===== src/rtl/dmem_arbiter.sv =====
// dmem_arbiter: two-port arbiter in front of a single-port synchronous SRAM.
//
// Each access walks IDLE -> ISSUE -> RESP. The winner is chosen in IDLE and its payload
// is latched on that edge, so later payload changes on the port do not disturb it. ISSUE
// drives the SRAM for exactly one cycle. RESP returns read data and pulses the winner's ack.
//
// Ports:
//   clk, rst                  clock, asynchronous active-low reset
//   p0_req/sel/addr/wdata     port 0 (CPU data side) request; sel == 0 means read
//   p0_ack, p0_stall          port 0 completion pulse, pipeline freeze
//   p1_req/sel/addr/wdata     port 1 (loader/debug side) request
//   p1_ack                    port 1 completion pulse
//   rdata                     read data for the acked port, held between accesses
//   busy                      arbiter is not idle
//   mem_en/we/addr/wdata      SRAM command, valid only during ISSUE
//   mem_rdata                 SRAM read data, one cycle after mem_en
module dmem_arbiter #(
  parameter int unsigned RR_EN = 1,
  parameter int unsigned AW    = 32
) (
  input  logic          clk,
  input  logic          rst,
  input  logic          p0_req,
  input  logic [3:0]    p0_sel,
  input  logic [AW-1:0] p0_addr,
  input  logic [31:0]   p0_wdata,
  output logic          p0_ack,
  output logic          p0_stall,
  input  logic          p1_req,
  input  logic [3:0]    p1_sel,
  input  logic [AW-1:0] p1_addr,
  input  logic [31:0]   p1_wdata,
  output logic          p1_ack,
  output logic [31:0]   rdata,
  output logic          busy,
  output logic          mem_en,
  output logic [3:0]    mem_we,
  output logic [AW-1:0] mem_addr,
  output logic [31:0]   mem_wdata,
  input  logic [31:0]   mem_rdata
);

  localparam logic [1:0] IDLE  = 2'd0;
  localparam logic [1:0] ISSUE = 2'd1;
  localparam logic [1:0] RESP  = 2'd2;

  logic [1:0]    state_q, state_d;
  logic          win_q;    // 0 = port 0 owns the access in flight
  logic          last_q;   // port granted most recently
  logic [3:0]    sel_q;
  logic [AW-1:0] addr_q;
  logic [31:0]   wdata_q;
  logic [31:0]   rdata_q;
  logic          any_req;
  logic          grant;
  logic          in_idle, in_issue, in_resp;

  assign any_req  = p0_req | p1_req;
  assign in_idle  = (state_q == IDLE);
  assign in_issue = (state_q == ISSUE);
  assign in_resp  = (state_q == RESP);

  // On a tie, round-robin hands the grant to whichever port did not win last time.
  always_comb begin
    grant = 1'b0;
    if (p0_req && p1_req) begin
      grant = (RR_EN != 0) ? ~last_q : 1'b0;
    end else begin
      grant = p1_req;
    end
  end

  always_comb begin
    state_d = state_q;
    case (state_q)
      IDLE:    state_d = any_req ? ISSUE : IDLE;
      ISSUE:   state_d = RESP;
      RESP:    state_d = IDLE;
      default: state_d = IDLE;
    endcase
  end

  always_ff @(posedge clk or negedge rst) begin
    if (!rst) begin
      state_q <= IDLE;
      win_q   <= 1'b0;
      last_q  <= 1'b1;  // port 0 wins the first tie
      sel_q   <= '0;
      addr_q  <= '0;
      wdata_q <= '0;
      rdata_q <= '0;
    end else begin
      state_q <= state_d;
      if (in_idle && any_req) begin
        win_q   <= grant;
        last_q  <= grant;
        sel_q   <= grant ? p1_sel   : p0_sel;
        addr_q  <= grant ? p1_addr  : p0_addr;
        wdata_q <= grant ? p1_wdata : p0_wdata;
      end
      if (in_resp) begin
        rdata_q <= mem_rdata;
      end
    end
  end

  // SRAM command is decoded from registered state so reset withdraws it immediately.
  assign mem_en    = in_issue;
  assign mem_we    = in_issue ? sel_q   : 4'b0000;
  assign mem_addr  = in_issue ? addr_q  : '0;
  assign mem_wdata = in_issue ? wdata_q : 32'h0;

  assign p0_ack   = in_resp & ~win_q;
  assign p1_ack   = in_resp &  win_q;
  assign p0_stall = p0_req & ~p0_ack;
  assign rdata    = in_resp ? mem_rdata : rdata_q;
  assign busy     = ~in_idle;

endmodule


===== config.mk =====
export PLATFORM = sky130hd
export DESIGN_NAME = dmem_arbiter
export DESIGN_NICKNAME = d
export VERILOG_FILES = /design/src/rtl/dmem_arbiter.sv
export SDC_FILE = /design/constraint.sdc
export NUM_CORES = 1
export LEC_CHECK = 0
export CORE_MARGIN = 2
export CORE_UTILIZATION = 40
export CTS_BUF_LIST = sky130_fd_sc_hd__clkbuf_16
export CTS_CLUSTER_DIAMETER = 80
export CTS_CLUSTER_SIZE = 12
export DETAILED_ROUTE_END_ITERATION = 7
export GPL_ROUTABILITY_DRIVEN = 0
export PLACE_DENSITY = 0.82
export SETUP_SLACK_MARGIN = 0.5
export SLEW_MARGIN = 20
export SYNTH_ARGS = -nofsm -noshare
export SYNTH_HDL_FRONTEND = slang
export SYNTH_SLANG_ARGS = --single-unit

===== constraint.sdc =====
create_clock -name clk -period 2.3 [get_ports clk]
set_clock_uncertainty 0.2 [all_clocks]
set_input_delay 0.46 -clock clk [delete_from_list [all_inputs] [get_ports clk]]
set_output_delay 0.46 -clock clk [all_outputs]
set_load 0.01 [all_outputs]

=== Word level (Yosys, flattened, before mapping) ===
Index checks and enable logic that the tools add are counted.
Widths: inputs -> output; s select.

* Input port bits: 172
* Register bits: 104
* Logic and storage cells: 30
* Output and inout port bits: 105

* Equality and inequality tests: 2
* Reduce and logical (&&, ||, !) cells: 3
* Multiplexer cells: 10
* Bitwise operators: 8

{| class="wikitable"
|+ Operator list
! kind !! count
|-
| $mux 32 || 5
|-
| $mux 4 || 2
|-
| $not 1->1 || 4
|-
| $pmux 2 s2 || 1
|-
| $and 1x1->1 || 3
|-
| $eq 2x1->1 const B || 1
|-
| $eq 2x2->1 const B || 1
|-
| $logic_and 1x1->1 || 2
|-
| $logic_not 2->1 || 1
|-
| $mux 1 || 2
|-
| $or 1x1->1 || 1
|}

=== Longest topological paths before layout ===
* Depth after elaboration: 4
* Mapped depth: 6
* Depth with buffers taken out: 3

=== Least setup slack after synthesis ===
OpenSTA, ideal clock, no wires.

* Kind: register to output
* From: register state_q[1]
* To: output mem_wdata[12]
* Slack: 0.402 ns
* Stages on the path, launching flop included: 5
* Required time: 1.640 ns
* Arrival: 1.238 ns
* Path buffers: 2
* Path through: dfrtp_1 -> and2b_1 -> clkbuf_1 -> clkbuf_1 -> and2_1

* Word-level cells in the longest chain between the ends: 2

{| class="wikitable"
|+ Ends and longest elaborated chain
! item !! RTL line !! RTL
|-
| start: declaration || 47 || <nowiki>logic [1:0] state_q, state_d;</nowiki>
|-
| start signal: assignment || 93 || <nowiki>state_q <= state_d;</nowiki>
|-
| $eq 2x1->1 || 60 || <nowiki>assign in_issue = (state_q == ISSUE);</nowiki>
|-
| $mux 32 || 111 || <nowiki>assign mem_wdata = in_issue ? wdata_q : 32'h0;</nowiki>
|-
| end: declaration || 39 || <nowiki>output logic [31:0] mem_wdata,</nowiki>
|}

Every way passes these cells.

=== Worst setup path in the final report ===
* From: register state_q[0]
* To: output rdata[22]

* Word-level cells in the longest chain between the ends: 2

{| class="wikitable"
|+ Ends and longest elaborated chain
! item !! RTL line !! RTL
|-
| $eq 2x2->1 || 61 || <nowiki>assign in_resp = (state_q == RESP);</nowiki>
|-
| $mux 32 || -- ||
|-
| end: declaration || 34 || <nowiki>output logic [31:0] rdata,</nowiki>
|}

Every way passes these cells.

==> metrics <==
status complete, but fails checks; failing checks negative setup slack; final setup fails 119; layout cells sized above 1 46.5%; Final Hold Viols 0; initial antenna violation count 0; max frequency 395 MHz; Initial Utilization 41.2%; CP max-delay cell dfrtp_2; Post-Route Utilization 80.7%; clock insertion delay at the later pin of the skew report 0.35 ns; CP cell instances nor2b_4, buf_4, buf_12, buf_8, buf_6, mux2_4, buf_6; Post-synth ARST share 100%; total track usage 28.3%; crit path max fanout 6; Max Slew Vio Count 0; I/O pins 277; pin count of the biggest net entering global routing 42; crit path DAT 1.87 ns; Multi-input gate area 0.00307 mm²; via count 5487; first-pass GRT wire length 31100 µm; Layout area overhead 95.6%; vias per cell 5.60; Lkg Pwr 0.00441 µW; Tcrit/Tclk final 110%; Nets 975; CP dominant cell by count buf_6; startpoint types flop; vias in the first global route 5576; R2R setup slack -0.07 ns; DR pass1 iterations 4; die width 118 µm; clock-pin slew on the worst setup and hold paths 0.07 ns; Antenna Violating Nets Remaining 0; fin worst setup slack -0.234 ns; HPWL after DPL 12700 µm; CTS sink cnt 104; post-synthesis net count 641; Overflow after GRT 0; Critical Path Max Stage Delay 0.45 ns; Residual DRC 0; Most used DFF post-synth dfrtp_1; Clock Tree Root clkbuf_16; synthesized cell area 0.00523 mm²; worst min-delay path category flop to flop; wire length per cell 24.5 µm; FILL cells 655; Site Rows 41; Setup crit end kind primary output; Mapped Cells 469; CP required 1.64 ns; Antenna Diode Count 0; number of synthesis warnings 0; sequential-to-total area share from yosys stat 49.8%; measured slew at the worst slew-check pin 0.618 ns; die height 118 µm; Post-synth EDFFs 0; Final Power 14800 µW; Yosys reg bits 104; Die ar. 0.0140 mm²; Setup CP Type flop to primary output; RSZ-0062 raised after global routing yes; Worst slew margin 58.8%; Mapped Avg Cell Area 11.1 µm²; synth unique cells 20; Period minus WS final 2.53 ns; MaxCap Viol Count 0; WL final 24000 µm; I/O Buffers 276; PwrDens 1450 mW/mm²; Worst VDD drop 926 µV; clock buffer count from CTS 9; Core ar. 0.0127 mm²; DRT iter0 DRCs 384; clock buffer depth 2; CTS tree built; sequential cell area 0.00261 mm²; H-Tree Depth 3
==> kinds of logic (layout without fill, tap and decap cells) <==
family / Yosys count / in the layout / synth area share [%]
and+or+nand+nor: 145 / 145 / 14.5
AOI/OAI and AO/OA: 138 / 138 / 22.6
DFF: 104 / 104 / 49.8
buffers and inverters: 48 / 387 / 5.65
muxes: 34 / 34 / 7.40
==> cell usage in the layout (no fill, tap or decap), types with 2 or more instances in the layout <==
cell type | synthesis | final
a211oi_1 | 68 | 37
a211oi_2 | 0 | 25
a211oi_4 | 0 | 6
a2bb2oi_1 | 59 | 6
a2bb2oi_2 | 9 | 62
and2_1 | 69 | 44
and2_4 | 0 | 25
buf_12 | 0 | 21
buf_16 | 0 | 9
buf_2 | 17 | 46
buf_4 | 3 | 33
buf_6 | 11 | 64
buf_8 | 0 | 5
clkbuf_16 | 0 | 20
clkbuf_2 | 0 | 5
clkdlybuf4s15_2 | 0 | 5
clkdlybuf4s50_1 | 0 | 170
clkinv_1 | 0 | 2
clkinvlp_4 | 0 | 2
dfrtp_1 | 103 | 102
mux2_2 | 33 | 2
mux2_4 | 1 | 32
nand2_1 | 68 | 68
nor2b_1 | 4 | 2
nor2b_4 | 0 | 2
==> Yosys cell counts (3+ instances only) <==
| cell type | n | area [µm²] |
|---|---|---|
| a2bb2oi_2 | 9 | 135 |
| and2_1 | 69 | 432 |
| a211oi_1 | 68 | 510 |
| nand2_1 | 68 | 255 |
| buf_2 | 17 | 85.1 |
| clkbuf_1 | 17 | 63.8 |
| buf_4 | 3 | 22.5 |
| nor2b_1 | 4 | 25.0 |
| mux2_2 | 33 | 372 |
| a2bb2oi_1 | 59 | 517 |
| buf_6 | 11 | 124 |
| dfrtp_1 | 103 | 2580 |
==> per-layer routing <==
metal  vias up  part of all wire (%)  global-route usage, %
li1       2359                     -                      -
met3        67                   8.3                   9.89
met5         -                     0                      0
met1      2759                    35                   30.5
met4         0                   4.5                   10.6
met2       302                    53                   50.7
==> critical path, delay by kind of cell, from the launching register on <==
family,cells,cell delay (ns)
mux,1,0.32
buf+inv,5,0.60
simple gates,1,0.16
flops,1,0.45
==> final timing paths <==
| path | depth (start not counted) | to | startpoint |
|---|---|---|---|
| worst max-delay path | 7 | rdata[22] | state_q[0] |
| worst min-delay path | 1 | rdata_q[1] | rdata_q[1] |
| worst max register to register | 12 | wdata_q[15] | state_q[1] |
| worst min register to register | 1 | rdata_q[1] | rdata_q[1] |
| max in group asynchronous | 3 | rdata_q[15] | rst |
| min in group asynchronous | 2 | rdata_q[23] | rst |
==> power breakdown <==
| part | switching (µW) | leakage (µW) | internal (µW) | total [µW] |
|---|---|---|---|---|
| Sequential | 632 | 0.00118 | 2780 | 3410 |
| Combinational | 3960 | 0.00309 | 5850 | 9800 |
| Clock | 722 | 0.000137 | 844 | 1570 |
| Total | 5310 | 0.00441 | 9470 | 14800 |
==> stage by stage <==
| step | instances | setup slack (ns) | cell area (µm²) | hold slack, ns | TNS [ns] |
|---|---|---|---|---|---|
| 5_1_grt | 980 | -0.274 | 10200 | 0.317 | -16.79 |
| 2_1_floorplan | 469 | 0.477 | 5240 | -0.0356 | 0 |
| 4_1_cts | 936 | -0.211 | 9140 | 0.307 | -3.70 |
| 3_5_place_dp | 892 | -0.0483 | 8210 | 0.238 | -0.495 |
| 6_report | 980 | -0.234 | 10200 | 0.302 | -9.94 |
| 3_3_place_gp | 892 | -0.0329 | 8210 | 0.243 | -0.202 |
==> flip-flops by register name (all words and copies together), names as in the netlist <==
register / flops
addr_q: 32
last_q: 1
rdata_q: 32
sel_q: 4
state_q: 2
wdata_q: 32
win_q: 1
==> area by class of cell <==
cell class              instances  share of cell area (%)
clock inverters                 7                   0.685
multi-input cells             317                    30.0
repair buffers                371                    39.5
flip-flops and latches        104                    25.5
well taps                     172                    2.10
clock buffers                   9                    2.20
==> timing repair <==
| item | CTS | global route |
|---|---|---|
| gates cloned | 10 | 14 |
| gates resized for setup | 447 | 223 |
| pin swaps | 11 | 19 |
| buffers inserted | 17 | 30 |
| hold buffers | 1 | 0 |
| endpoints found under the hold margin | 31 | 0 |
| setup endpoints to repair | 176 | 177 |
No activity file was read; power rests on OpenSTA's default activity.
